**config.mk**
```make
export PLATFORM = sky130hd
export DESIGN_NAME = esp32_boot_sequencer
export DESIGN_NICKNAME = d
export VERILOG_FILES = /design/src/rtl/esp32_boot_pkg.sv /design/src/rtl/esp32_prog_release_timer.sv /design/src/rtl/esp32_boot_sequencer.sv
export SDC_FILE = /design/constraint.sdc
export NUM_CORES = 1
export LEC_CHECK = 0
export ABC_AREA = 1
export BUFFER_PORTS_ARGS = -buffer_cell sky130_fd_sc_hd__buf_4
export CAP_MARGIN = 20
export CORE_MARGIN = 2
export CORE_UTILIZATION = 26
export DETAILED_ROUTE_END_ITERATION = 10
export PLACE_DENSITY_LB_ADDON = 0.3
export REMOVE_ABC_BUFFERS = 1
export SLEW_MARGIN = 5
export SYNTH_ARGS = -nofsm -noshare
export SYNTH_HDL_FRONTEND = slang
export SYNTH_HIERARCHICAL = 1
export SYNTH_SLANG_ARGS = --single-unit
export TNS_END_PERCENT = 5
```
**constraint.sdc**
```tcl
create_clock -name clk_25mhz -period 1.8 [get_ports clk_25mhz]
set_input_delay 0.54 -clock clk_25mhz [delete_from_list [all_inputs] [get_ports clk_25mhz]]
set_output_delay 0.54 -clock clk_25mhz [all_outputs]
set_load 0.005 [all_outputs]
```
**src/rtl/esp32_boot_pkg.sv**
```systemverilog
`default_nettype none
// ============================================================================
// esp32_boot_pkg : shared types and helpers for the ESP32 boot sequencer
// Revision 1.0 - initial release
// ============================================================================
package esp32_boot_pkg;

  typedef enum logic [1:0] {
    S_PASS  = 2'd0,
    S_RST   = 2'd1,
    S_STRAP = 2'd2,
    S_DONE  = 2'd3
  } state_t;

  localparam logic [2:0] STRAP_HI  = 3'b101;
  localparam logic [1:0] FTDI_BOOT = 2'b10;

  // {dtr,rts} (active-low pins, synchronized) -> {en,io0}
  function automatic logic [1:0] ftdi_map(input logic [1:0] s);
    logic [1:0] r;
    case (s)
      2'b10:   r = 2'b01;
      2'b01:   r = 2'b10;
      default: r = 2'b11;
    endcase
    return r;
  endfunction

endpackage
`default_nettype wire

```
**src/rtl/esp32_prog_release_timer.sv**
```systemverilog
`default_nettype none
// ============================================================================
// esp32_prog_release_timer : holds the SD strap drive for 2^TIMEOUT_LOG2 cycles
// Revision 1.0 - initial release
// ============================================================================
module esp32_prog_release_timer #(
  parameter int TIMEOUT_LOG2 = 26
) (
  input  logic clk,
  input  logic rstn,
  input  logic clear,
  output logic released
);

  localparam int W = TIMEOUT_LOG2 + 1;

  logic [W-1:0] r_rel;

  // MSB set means released; counting stops once it reaches the MSB
  always_ff @(posedge clk) begin
    if (!rstn) begin
      r_rel <= {1'b1, {TIMEOUT_LOG2{1'b0}}};
    end else if (clear) begin
      r_rel <= '0;
    end else if (!r_rel[W-1]) begin
      r_rel <= r_rel + W'(1);
    end
  end

  assign released = r_rel[W-1];

endmodule
`default_nettype wire

```
**src/rtl/esp32_boot_sequencer.sv**
```systemverilog
`default_nettype none
// ============================================================================
// esp32_boot_sequencer : arbitrates ESP32 EN/GPIO0 between FTDI auto-reset and
// an internal requester, and drives the SD-line boot straps.
// Revision 1.0 - initial release
// ============================================================================
module esp32_boot_sequencer
  import esp32_boot_pkg::*;
#(
  parameter int C_reset_cycles         = 2500000,
  parameter int C_strap_cycles         = 1250000,
  parameter int C_prog_release_timeout = 26
) (
  input  logic       clk_25mhz,
  input  logic       rstn,
  input  logic       ftdi_ndtr,
  input  logic       ftdi_nrts,
  input  logic       btn_hold,
  input  logic       req_valid,
  input  logic       req_boot,
  output logic       req_ready,
  output logic       busy,
  output logic       done,
  output logic       aborted,
  output logic       wifi_en,
  output logic       wifi_gpio0,
  output logic       sd_oe,
  output logic [3:0] sd_out
);

  localparam int CNT_MAX = (C_reset_cycles > C_strap_cycles) ? C_reset_cycles : C_strap_cycles;
  localparam int CNT_W   = (CNT_MAX > 1) ? $clog2(CNT_MAX) : 1;
  localparam logic [CNT_W-1:0] RST_LAST   = CNT_W'(C_reset_cycles - 1);
  localparam logic [CNT_W-1:0] STRAP_LAST = CNT_W'(C_strap_cycles - 1);

  logic [1:0]       r_dtr_sync;
  logic [1:0]       r_rts_sync;
  logic [1:0]       r_ftdi_prev;
  logic [1:0]       w_ftdi;
  logic [1:0]       w_map;
  logic             w_edge_boot;

  state_t           r_state;
  state_t           w_state_next;
  logic [CNT_W-1:0] r_cnt;
  logic [CNT_W-1:0] w_cnt_next;
  logic             r_boot;
  logic             w_boot_next;
  logic             r_aborted;
  logic             w_abort;
  logic             w_accept;
  logic             w_en;
  logic             w_io0;
  logic             w_released;

  assign w_ftdi      = {r_dtr_sync[1], r_rts_sync[1]};
  assign w_map       = ftdi_map(w_ftdi);
  assign w_edge_boot = (w_ftdi == FTDI_BOOT) && (r_ftdi_prev != FTDI_BOOT);

  always_ff @(posedge clk_25mhz) begin
    if (!rstn) begin
      r_dtr_sync  <= 2'b11;
      r_rts_sync  <= 2'b11;
      r_ftdi_prev <= 2'b11;
      r_state     <= S_PASS;
      r_cnt       <= '0;
      r_boot      <= 1'b0;
      r_aborted   <= 1'b0;
    end else begin
      r_dtr_sync  <= {r_dtr_sync[0], ftdi_ndtr};
      r_rts_sync  <= {r_rts_sync[0], ftdi_nrts};
      r_ftdi_prev <= w_ftdi;
      r_state     <= w_state_next;
      r_cnt       <= w_cnt_next;
      r_boot      <= w_boot_next;
      r_aborted   <= w_abort;
    end
  end

  always_comb begin
    w_state_next = r_state;
    w_cnt_next   = r_cnt;
    w_boot_next  = r_boot;
    w_abort      = 1'b0;
    w_accept     = 1'b0;
    w_en         = 1'b1;
    w_io0        = 1'b1;
    req_ready    = 1'b0;
    busy         = 1'b1;
    done         = 1'b0;
    case (r_state)
      S_PASS: begin
        busy          = 1'b0;
        {w_en, w_io0} = w_map;
        req_ready     = ~btn_hold;
        if (req_valid && !btn_hold) begin
          w_accept     = 1'b1;
          w_state_next = S_RST;
          w_boot_next  = req_boot;
          w_cnt_next   = '0;
        end
      end
      S_RST: begin
        w_en  = 1'b0;
        w_io0 = ~r_boot;
        // pre-emption outranks the terminal count
        if (w_edge_boot || btn_hold) begin
          w_abort      = 1'b1;
          w_state_next = S_PASS;
        end else if (r_cnt == RST_LAST) begin
          w_state_next = S_STRAP;
          w_cnt_next   = '0;
        end else begin
          w_cnt_next = r_cnt + CNT_W'(1);
        end
      end
      S_STRAP: begin
        w_io0 = ~r_boot;
        if (w_edge_boot || btn_hold) begin
          w_abort      = 1'b1;
          w_state_next = S_PASS;
        end else if (r_cnt == STRAP_LAST) begin
          w_state_next = S_DONE;
        end else begin
          w_cnt_next = r_cnt + CNT_W'(1);
        end
      end
      S_DONE: begin
        done         = 1'b1;
        w_state_next = S_PASS;
      end
      default: begin
        w_state_next = S_PASS;
      end
    endcase
  end

  esp32_prog_release_timer #(
    .TIMEOUT_LOG2 (C_prog_release_timeout)
  ) u_release_timer (
    .clk      (clk_25mhz),
    .rstn     (rstn),
    .clear    (w_edge_boot || (w_accept && req_boot)),
    .released (w_released)
  );

  assign aborted    = r_aborted;
  assign wifi_en    = w_en & ~btn_hold;
  assign wifi_gpio0 = w_io0;
  assign sd_oe      = ~w_released;
  assign sd_out     = {STRAP_HI, w_io0};

endmodule
`default_nettype wire
```
Word-level counts from Yosys, hierarchy flattened:

Index checks and enable logic that the tools add are counted.
W data, S select, Z words.

* output and inout bits: 11
* logic and storage cells: 67
* register bits: 59
* bits of input ports: 7

* multiplexer cells: 23
* add/sub/neg operators: 2
* reductions and logical operators: 14
* bitwise logic cells: 5
* equality and inequality tests: 14

Operators with widths (count)
* $mux W22: 5
* $pmux W22 S3: 1
* $mux W27: 2
* $add A27 B1 Y27 const B: 1
* $add A22 B1 Y22 const B: 1
* $eq A22 B21 Y1 const B: 1
* $eq A22 B22 Y1 const B: 1
* $mux W2: 5
* $ne A2 B2 Y1 const B: 5
* $pmux W2 S4: 1
* $eq A2 B2 Y1 const B: 3
* $mux W1: 6
* $ne A3 B3 Y1 const B: 2
* $reduce_and A5 Y1: 1
* $eq A2 B1 Y1 const B: 2
* $not A1 Y1: 4
* $pmux W1 S2: 2
* $pmux W2 S2: 1
* $reduce_and A2 Y1: 2
* $reduce_or A2 Y1: 2
* $logic_and A1 B1 Y1: 3
* $reduce_and A3 Y1: 1
* $reduce_bool A3 Y1: 1
* $logic_not A2 Y1: 1
* other kinds (3): 4

Longest topological paths before layout:

Gate-level depths: netlist (run 1).

* depth after elaboration: 7
* gate-level depth with buffers: 12
* gate-level depth less buffers: 12

Modules after synthesis:

The synthesis (run 1) kept the hierarchy.

By module, submodules not included
* esp32_boot_sequencer: area an instance 2052.0 µm², times used 1, cells an instance 332, seq. area each 640.6 µm²
* esp32_prog_release_timer: area an instance 1463.9 µm², times used 1, cells an instance 241, seq. area each 540.5 µm²

Least setup slack after synthesis (run 1):

Ideal clock, no wire load.

* kind: reg-to-reg
* start: register r_state[0]
* end: register r_cnt[8]
* path buffers: 1
* slack: 52 ps
* required time: 1687 ps
* clock period less this slack: 1748 ps
* stages on the path, launching flop included: 12
* library setup time: 113 ps
* arrival: 1635 ps
* cell sequence: dfxtp_1 inv_1 ha_1 nor2_1 inv_1 a21oi_4 nand2_4 inv_4 buf_6 nand3_1 nor2_1 nor2_1

* cells in the longest elaborated chain, start to end: 3
* elaborated cells on any way between the ends: 10
* classes of those cells: 6 x eq/ne; 1 x mux; 3 x reduce/logical

Ends and longest elaborated chain
* start, declared: RTL line esp32_boot_sequencer.sv:43 `state_t r_state;`
* start signal, assigned: RTL line esp32_boot_sequencer.sv:73 `r_state <= w_state_next;`
* $eq A2 B2 Y1, or another cell as far along: RTL line esp32_boot_sequencer.sv:91 `case (r_state)`
* $ne A2 B2 Y1 (no source line) / $reduce_bool A3 Y1 (equally long branches)
* $reduce_and A5 Y1 (no source line)
* end signal, assigned: RTL line esp32_boot_sequencer.sv:74 `r_cnt <= w_cnt_next;`
* end, declared: RTL line esp32_boot_sequencer.sv:45 `logic [CNT_W-1:0] r_cnt;`

Parallel ways exist; a longest one is shown, timed or not.
A chain may end at the register's enable or synchronous reset.

Worst setup path in the final report (run 1):

* start: register r_state[0]
* end: output wifi_gpio0

* cells in the longest elaborated chain, start to end: 3
* elaborated cells on any way between the ends: 5
* classes of those cells: 2 x eq/ne; 1 x mux; 2 x reduce/logical

Ends and longest elaborated chain
* $eq A2 B2 Y1 / $eq A2 B1 Y1 (equally long branches): RTL line esp32_boot_sequencer.sv:91
* $reduce_or A2 Y1 (no source line)
* $pmux W1 S2 *: RTL line esp32_boot_sequencer.sv:91
* end, declared: RTL line esp32_boot_sequencer.sv:26 `output logic wifi_gpio0,`

Mark *: on every way between the ends. The rest lies on a longest branch, timed or not.

==> results of run 1 <==
==> per-layer routing <==
metal	track usage	vias up
met5	0	-
met4	0.0363	0
met3	0.0311	13
met2	0.231	45
met1	0.166	1635
li1	-	1893
==> logic make-up after synthesis <==
group	synth area share
flops	0.336
simple gates	0.442
compound gates	0.0776
xor+xnor	0.00747
fa+ha+maj	0.0214
buf+inv	0.114
other cells	0.00214
==> area by class of cell <==
class,count,area [sq um],share of cell area
well taps,176,220,0.0478
inverters,90,360,0.0783
clock inverters,6,88.8,0.0193
multi-input cells,416,2050,0.446
flip-flops and latches,59,1190,0.258
clock buffers,10,239,0.0519
repair buffers,57,457,0.0992
==> registers in the layout, indices dropped and copies added (netlist names) <==
signal                 cells
aborted                    1
r_boot                     1
r_cnt                     22
r_dtr_sync                 2
r_ftdi_prev                2
r_rts_sync                 2
r_state                    2
u_release_timer/r_rel     27
==> per-stage QoR <==
| step | instances | total power [mW] | utilization | TNS, ns | cell area [sq um] |
|---|---|---|---|---|---|
| after global routing | 814 | 5.55 | 0.348 | -2.27 | 4600 |
| after global placement | 792 | 3.01 | 0.309 | -0.0748 | 4090 |
| final | 814 | 5.24 | 0.348 | -0.468 | 4600 |
| after detailed placement | 792 | 3.04 | 0.309 | -0.779 | 4090 |
| after floorplan | 565 | 2.20 | - | 0 | 3460 |
| after CTS | 813 | 5.17 | 0.341 | -0.512 | 4520 |
==> cell usage after synthesis (2+ instances only) <==
cell type	instances
clkbuf_1	2
nor2_1	109
nand2_2	5
a21oi_1	20
nor2_2	9
ha_1	6
nand3_2	2
inv_1	87
o21bai_1	3
dfxtp_1	59
inv_2	2
nor3_1	10
o21ai_0	19
or2_2	6
nand3_1	43
xor2_1	3
buf_4	5
nand2_1	153
nand4_1	12
nand3b_1	2
a21oi_4	2
conb_1	2
nor2_4	2
==> power groups by stage <==
stage	combinational [mW]	sequential (mW)	clock [mW]
after global placement	1.58	1.43	0
after global routing	2.15	1.44	1.96
after floorplan	0.767	1.43	0
after CTS	1.85	1.42	1.90
final	1.96	1.43	1.86
after detailed placement	1.61	1.43	0
==> path summary, 6_finish.rpt <==
path / from / end / slack (ns)
setup / recovery: r_state[0] / wifi_gpio0 / -0.16
hold / removal: ftdi_nrts / r_rts_sync[0] / 0.41
setup reg to reg: r_state[0] / r_cnt[18] / -0.01
hold reg to reg: r_dtr_sync[0] / r_dtr_sync[1] / 0.41
==> what timing repair did <==
action / CTS / global route
setup buffers: 5 / 1
pin swaps: 3 / 3
setup endpoints to repair: 23 / 28
resized for setup: 27 / 18
==> worst register-to-register path, cell delays in order (launching register included) <==
cell and delay [ns]:
dfxtp_4 0.37, inv_4 0.05, buf_4 0.12, ha_2 0.18, nor2_2 0.13, inv_2 0.07
a21oi_4 0.20, buf_4 0.20, nand3_1 0.13, nor2_1 0.11, nand2_1 0.05, nand2_1 0.06
nor2_1 0.04
==> results.cfg, run 1 <==
[run_status]
outcome = complete, but fails checks
violations = setup timing

[routing]
met3WireLength_um = 275
wl_met1_um = 4360
viasPerCell = 4.41
routed_wl_um = 9040
dr.pass1.iters = 4
drt_iter0_drc = 223
wl_met2_um = 4290
ant_nets = 0
via_count = 3586
top_layer = met4
post_drt_wl_per_cell_um = 11.1
post-route-drc-count = 0

[critical_path]
cp-start-kind = flip-flop
critical_path_required_ns = 1.26
crit_family = flip-flops
cpMaxStageDelayCell = dfxtp_4
crit_fanout = 3
cp.depth = 5
end_kind = output pin
cp_common_cell = inv_4
worstSetupPathType = reg2out
crit_chain = inv_4 -> ha_4 -> inv_4 -> o211ai_1 -> buf_4
critPathArrivalTime_ns = 1.42
max_stage_delay_ns = 0.37
r2r_cells = 12
cp_num_buf_inv = 3

[global_route]
grt_pass1_wl_um = 15800
grt_max_degree = 12
grt_use_total = 0.133
antenna_found_initial = 0
grt_pass1_vias = 3524
grt-ovfl-total = 0

[power_and_ir_drop]
p_sw_mw = 1.68
ir_drop_mv = 0.809
leakage_nw = 1.92
combPwrFrac = 0.373
switching_share = 0.320
intPower_mw = 3.56
power_density_nw_per_um2 = 1140
pwr-share-seq = 0.272
clkPwrFrac = 0.354

[synthesis]
yosys_warnings = 6
ys_async_sr_fraction = 0
synth.top_cell.area_share = 0.336
synthCells = 573
synth_top_area_cell = dfxtp_1
synth_area_per_cell_sq_um = 6.14
ys_ff_latch = 59
synth.distinct_cells = 33
seq_area_frac_synth = 0.336
syn-cell-area_sq_um = 3520
synthTopCellsByArea = dfxtp_1 34%, nand2_1 16%, nor2_1 12%, inv_1 9.3%, nand3_1 6.1%
synth_flop_cell = dfxtp_1
synth_edf_count = 0

[sta]
min_period_ns = 1.96
slew_viol_final = 0
report.final.setup_viol = 5
finalHoldWorstSlack_ns = 0.407
hold_viol = 0
grt_setup_unrepaired = true
layout_setup_ws_ns = -0.157
fmax_ghz = 0.511
fin_skew_ns = 0.00537
min_period_over_period = 1.09

[die]
row_count = 42
core-area_sq_um = 13200
die_area_sq_um = 14500
die_h_um = 120
initial_core_util = 0.265
die_w_um = 120
ios = 18

[cts]
cts_root_buffer = clkbuf_16
cts_hold_buf = 0
cts_max_level = 3
cts_tree = yes
clk_latency_ns = 0.33
clkSlewWorstSetupHoldPaths_ns = 0.05
cts_made_buffers = 9
clock_sinks = 59
cts_buffer_depth = 2

[cells_and_area]
mostFrequentLayoutCells = 153 x nand2_1, 102 x nor2_1, 81 x inv_1
final_common_cell = nand2_1
nNetsFinal = 646
syn2layout_area_growth_pct = 30.9
diodes = 0
fillers = 1464
drive_above_1_share = 0.205

[min_path]
hp-class = in2reg
hold_depth = 2

[placement]
place_congestion = 0.900
hpwl_um = 7020
port_buffers = 14
pre_cts_slack_ns = -0.0806

[run]
cap_violations = 0
(Power assumes the default switching activity.)
==> run 2: changes to the inputs <==
CORE_MARGIN = 8   (was 2)
CORE_UTILIZATION = 45   (was 26)
RECOVER_POWER = 25   (was default)
==> run 2 against run 1 <==
Sequential share of layout area is 2.3 points higher. Clock power fell by 21%. Critical path depth did not move. Core utilization increased by 20 points. Critical endpoint is now sd_out[0]. The flow still finishes with violations (setup timing).
==> results.cfg, run 2 (synthesized netlist as in run 1, its figures left out) <==
[cells_and_area]
final_common_cell = nand2_1
seqCellArea_sq_um = 1180
mostFrequentLayoutCells = 153 x nand2_1, 104 x nor2_1, 81 x inv_1
final_cells = 723
top_regs = u_release_timer/r_rel (27), r_cnt (22)
syn2layout_area_growth_pct = 20.1
diodes = 0
stdcell_area_sq_um = 4220
fillers = 766
top_register = u_release_timer/r_rel
multiInputGateArea_sq_um = 2020
drive_above_1_share = 0.171
largest_reg_flops = 27
final_util = 0.552
nNetsFinal = 629

[critical_path]
critical_path_required_ns = 1.26
cp-start-kind = flip-flop
rr_endpoint = r_cnt[18]
rrSetupSlack_ns = -0.01
r2r_start = r_state[0]
crit_fanout = 2
end_kind = output pin
worstSetupPathType = reg2out
r2r_cells = 11
critPathArrivalTime_ns = 1.47

[routing]
viasPerCell = 4.93
post-route-drc-count = 0
drt_iter0_drc = 168
ant_nets = 0
routed_wl_um = 8610
via_count = 3564
dr.pass1.iters = 5
post_drt_wl_per_cell_um = 11.9

[die]
die_area_sq_um = 10900
die_w_um = 104
ios = 18
core-area_sq_um = 7650
die_h_um = 104
row_count = 32
initial_core_util = 0.460

[placement]
place_congestion = 0.913
hpwl_um = 6480
place_area_sq_um = 3850
placedCellCount = 702
port_buffers = 14

[cts]
clk_latency_ns = 0.34
cts_buffer_depth = 2
clock_sinks = 59
cts_made_buffers = 9
cts_hold_buf = 0
cts_root_buffer = clkbuf_8
cts_tree = yes
clkSlewWorstSetupHoldPaths_ns = 0.08
cts_max_level = 3

[global_route]
grt_pass1_wl_um = 14700
grt_pass1_vias = 3357
gr-usage-met3 = 0.0458
antenna_found_initial = 0
grt_max_degree = 16
grt-ovfl-total = 0
busiest_layer = met2
grt_use_total = 0.161
use_met1 = 0.177
grtUsageMet2 = 0.286

[sta]
slew_viol_final = 0
finalHoldWorstSlack_ns = 0.376
min_period_over_period = 1.12
fmax_ghz = 0.497
layout_setup_ws_ns = -0.211
fin_skew_ns = 0.0127
min_period_ns = 2.01
grt_setup_unrepaired = true
hold_viol = 0
report.final.setup_viol = 4

[min_path]
hold_depth = 2
hp-class = in2reg
min-delay-start = ftdi_nrts
hold_path_end = r_rts_sync[0]

[run_status]
violations = setup timing
outcome = complete, but fails checks

[power_and_ir_drop]
ir_drop_mv = 0.834
power_density_nw_per_um2 = 1070
leakage_nw = 1.79

[run]
cap_violations = 0
## run 2: changes by cell type in the layout (fill, tap and decap cells not counted), sizes merged
cell | previous run | this run
buf | 57 | 39
bufinv | 2 | 3
## run 2: worst max-delay path, cell delays in order, from the launching register on
cell and delay, ns:
dfxtp_2 0.34, inv_2 0.06, ha_4 0.27, inv_2 0.04
o211ai_1 0.24, buf_4 0.17
## run 2: metrics by stage
stage	TNS, ns	setup WS, ns	total power, mW
6_report	-0.595	-0.211	4.52
5_1_grt	-1.43	-0.282	4.77
4_1_cts	-0.640	-0.214	4.46
3_5_place_dp	-1.05	-0.111	2.77
3_3_place_gp	-0.470	-0.0708	2.76
2_1_floorplan	0	0.0134	2.20
## run 2: layout make-up
cell class	count	area share
sequential	59	0.281
tap	102	0.0302
clock inverter	7	0.0276
timing repair buffer	40	0.0702
clock buffer	9	0.0293
inverter	90	0.0827
multi-input combinational	416	0.479
## run 2: worst max-delay path by stage
stage          startpoint                  endpoint  slack, ns
3_3_place_gp     btn_hold                  r_cnt[2]      -0.07
3_5_place_dp     btn_hold                  r_cnt[2]      -0.11
2_1_floorplan  r_state[0]  u_release_timer/r_rel[3]       0.01
6_report       r_state[1]                 sd_out[0]      -0.21
5_1_grt        r_state[1]                wifi_gpio0      -0.28
4_1_cts        r_state[0]                wifi_gpio0      -0.21
## run 2: timing repair
| item | 4_1_cts | 5_1_grt |
|---|---|---|
| buffers inserted | 5 | 0 |
| gates resized for setup | 15 | 17 |
| pin swaps | 5 | 4 |
| gates cloned | 0 | 0 |
| setup endpoints to repair | 27 | 31 |
## run 2: metal layers
metal	vias up	share of wire
li1	1861	-
met4	0	0.021
met2	79	0.50
met3	16	0.044
met1	1608	0.43
met5	-	0
## run 2: where the power goes
group          switching (mW)  leakage (nW)  internal [mW]
logic                   0.951          1.20          0.695
clock network           0.549         0.119          0.916
registers              0.0374         0.479           1.37
==> run 3: changes to the inputs <==
CORE_UTILIZATION = 35   (was 45)
==> run 3 against run 2 <==
The run still ends with setup timing left. Global-route usage down 2.3 points. Wire length rose by 0.26%. Hold slack better by 0.013 ns. Sequential share of layout area grew 0.32 points. Clock skew fell by 0.0067 ns. Critical path depth is the same. Worst setup slack improved by 0.016 ns. Combinational power about the same. Sequential power about the same. Register-to-register slack better by 0.02 ns. Clock power shrank 32%. Core utilization is 12 points lower. Critical endpoint unchanged. Largest cell class unchanged.
==> results.cfg, run 3 (synthesized netlist as in run 1, its figures left out) <==
[run_status]
outcome = complete, but fails checks
violations = setup timing

[die]
core-area_sq_um = 9770
row_count = 36
die_h_um = 116
initial_core_util = 0.360
die_area_sq_um = 13500
ios = 18
die_w_um = 116

[sta]
fmax_ghz = 0.501
report.final.setup_viol = 3
layout_setup_ws_ns = -0.195
slew_viol_final = 0
grt_setup_unrepaired = true
relSlewSlack = 0.606
fin_setup_tns_ns = -0.488
hold_viol = 0
min_period_ns = 2.00
fin_skew_ns = 0.00600
min_period_over_period = 1.11
worstMarginPinSlew_ns = 0.591

[global_route]
grt_pass1_wl_um = 14900
grt_max_degree = 16
grt_pass1_vias = 3355
grt-ovfl-total = 0
grt_use_total = 0.138
antenna_found_initial = 0

[cts]
cts_buffer_depth = 2
cts_max_level = 3
clk_latency_ns = 0.34
cts_root_buffer = clkbuf_8
clock_sinks = 59
cts_tree = yes
cts_made_buffers = 9
clkSlewWorstSetupHoldPaths_ns = 0.06

[critical_path]
cp-start-kind = flip-flop
cpMaxStageDelayCell = dfxtp_4
end_kind = output pin
r2r_start = r_state[0]
rrSetupSlack_ns = 0.01
max_stage_delay_ns = 0.37
critPathArrivalTime_ns = 1.46
cp_common_cell = inv_4
worstSetupPathType = reg2out
crit_fanout = 4
crit_family = flip-flops
r2r_cells = 11
cp_num_buf_inv = 3
crit_chain = inv_4 -> ha_4 -> inv_4 -> o211ai_1 -> buf_4
rr_endpoint = r_cnt[8]
critical_path_required_ns = 1.26

[cells_and_area]
syn2layout_area_growth_pct = 19.0
drive_above_1_share = 0.164
final_util = 0.428
fillers = 1022
multiInputGateArea_sq_um = 2000
nNetsFinal = 634
mostFrequentLayoutCells = 153 x nand2_1, 105 x nor2_1, 81 x inv_1
largest_reg_flops = 27
seqCellArea_sq_um = 1190
diodes = 0
final_common_cell = nand2_1
final_cells = 756
top_register = u_release_timer/r_rel
top_regs = u_release_timer/r_rel (27), r_cnt (22)

[power_and_ir_drop]
ir_drop_mv = 0.698
p_total_mw = 4.10
power_density_nw_per_um2 = 979
leakage_nw = 1.77

[placement]
port_buffers = 14
placedCellCount = 738
hpwl_um = 6540
place_congestion = 0.951

[min_path]
min-delay-start = ftdi_nrts
hold_path_end = r_rts_sync[0]
hold_depth = 2
hp-class = in2reg

[routing]
ant_nets = 0
drt_iter0_drc = 198
dr.pass1.iters = 5
via_count = 3513
post_drt_wl_per_cell_um = 11.4
routed_wl_um = 8630
post-route-drc-count = 0
viasPerCell = 4.65

[run]
cap_violations = 0
-- run 3: worst max path at each step --
stage | from | end | slack (ns) | cells after the start
finish | r_state[0] | sd_out[0] | -0.20 | 5
CTS | r_state[0] | sd_out[0] | -0.23 | 5
global placement | btn_hold | r_cnt[8] | -0.06 | 11
floorplan | r_state[0] | u_release_timer/r_rel[3] | 0.01 | 11
global route | r_state[0] | wifi_gpio0 | -0.26 | 5
detailed placement | btn_hold | r_cnt[8] | -0.08 | 11
-- run 3: cell type report --
class | instances | area share
multi-input cells | 416 | 0.478
inverters | 90 | 0.0837
flip-flops and latches | 59 | 0.284
clock buffers | 13 | 0.0356
repair buffers | 45 | 0.0789
well taps | 133 | 0.0398
-- run 3: routing by layer --
| metal | up-vias | GRT usage | part of all wire |
|---|---|---|---|
| met3 | 14 | 0.0424 | 0.057 |
| met5 | - | 0 | 0 |
| li1 | 1867 | - | - |
| met1 | 1542 | 0.169 | 0.47 |
| met4 | 0 | 0.0545 | 0.018 |
| met2 | 90 | 0.220 | 0.46 |
-- run 3: timing repair --
action,4_1_cts,5_1_grt
gates resized for setup,10,20
hold buffers,0,0
setup buffers,4,1
pin swaps,5,3
endpoints found under the setup margin,16,32
-- run 3: through the flow --
step,hold WS (ns),cell area [sq um],setup slack [ns]
2_1_floorplan,0.393,3460,0.0134
3_3_place_gp,0.394,3930,-0.0637
3_5_place_dp,0.397,3930,-0.0807
4_1_cts,0.378,4140,-0.235
5_1_grt,0.367,4180,-0.263
6_report,0.389,4180,-0.195
-- run 3: report_power, final --
group,total [mW],internal (mW),switching [mW]
Clock,1.00,0.516,0.484
Combinational,1.68,0.745,0.933
Sequential,1.42,1.37,0.0442
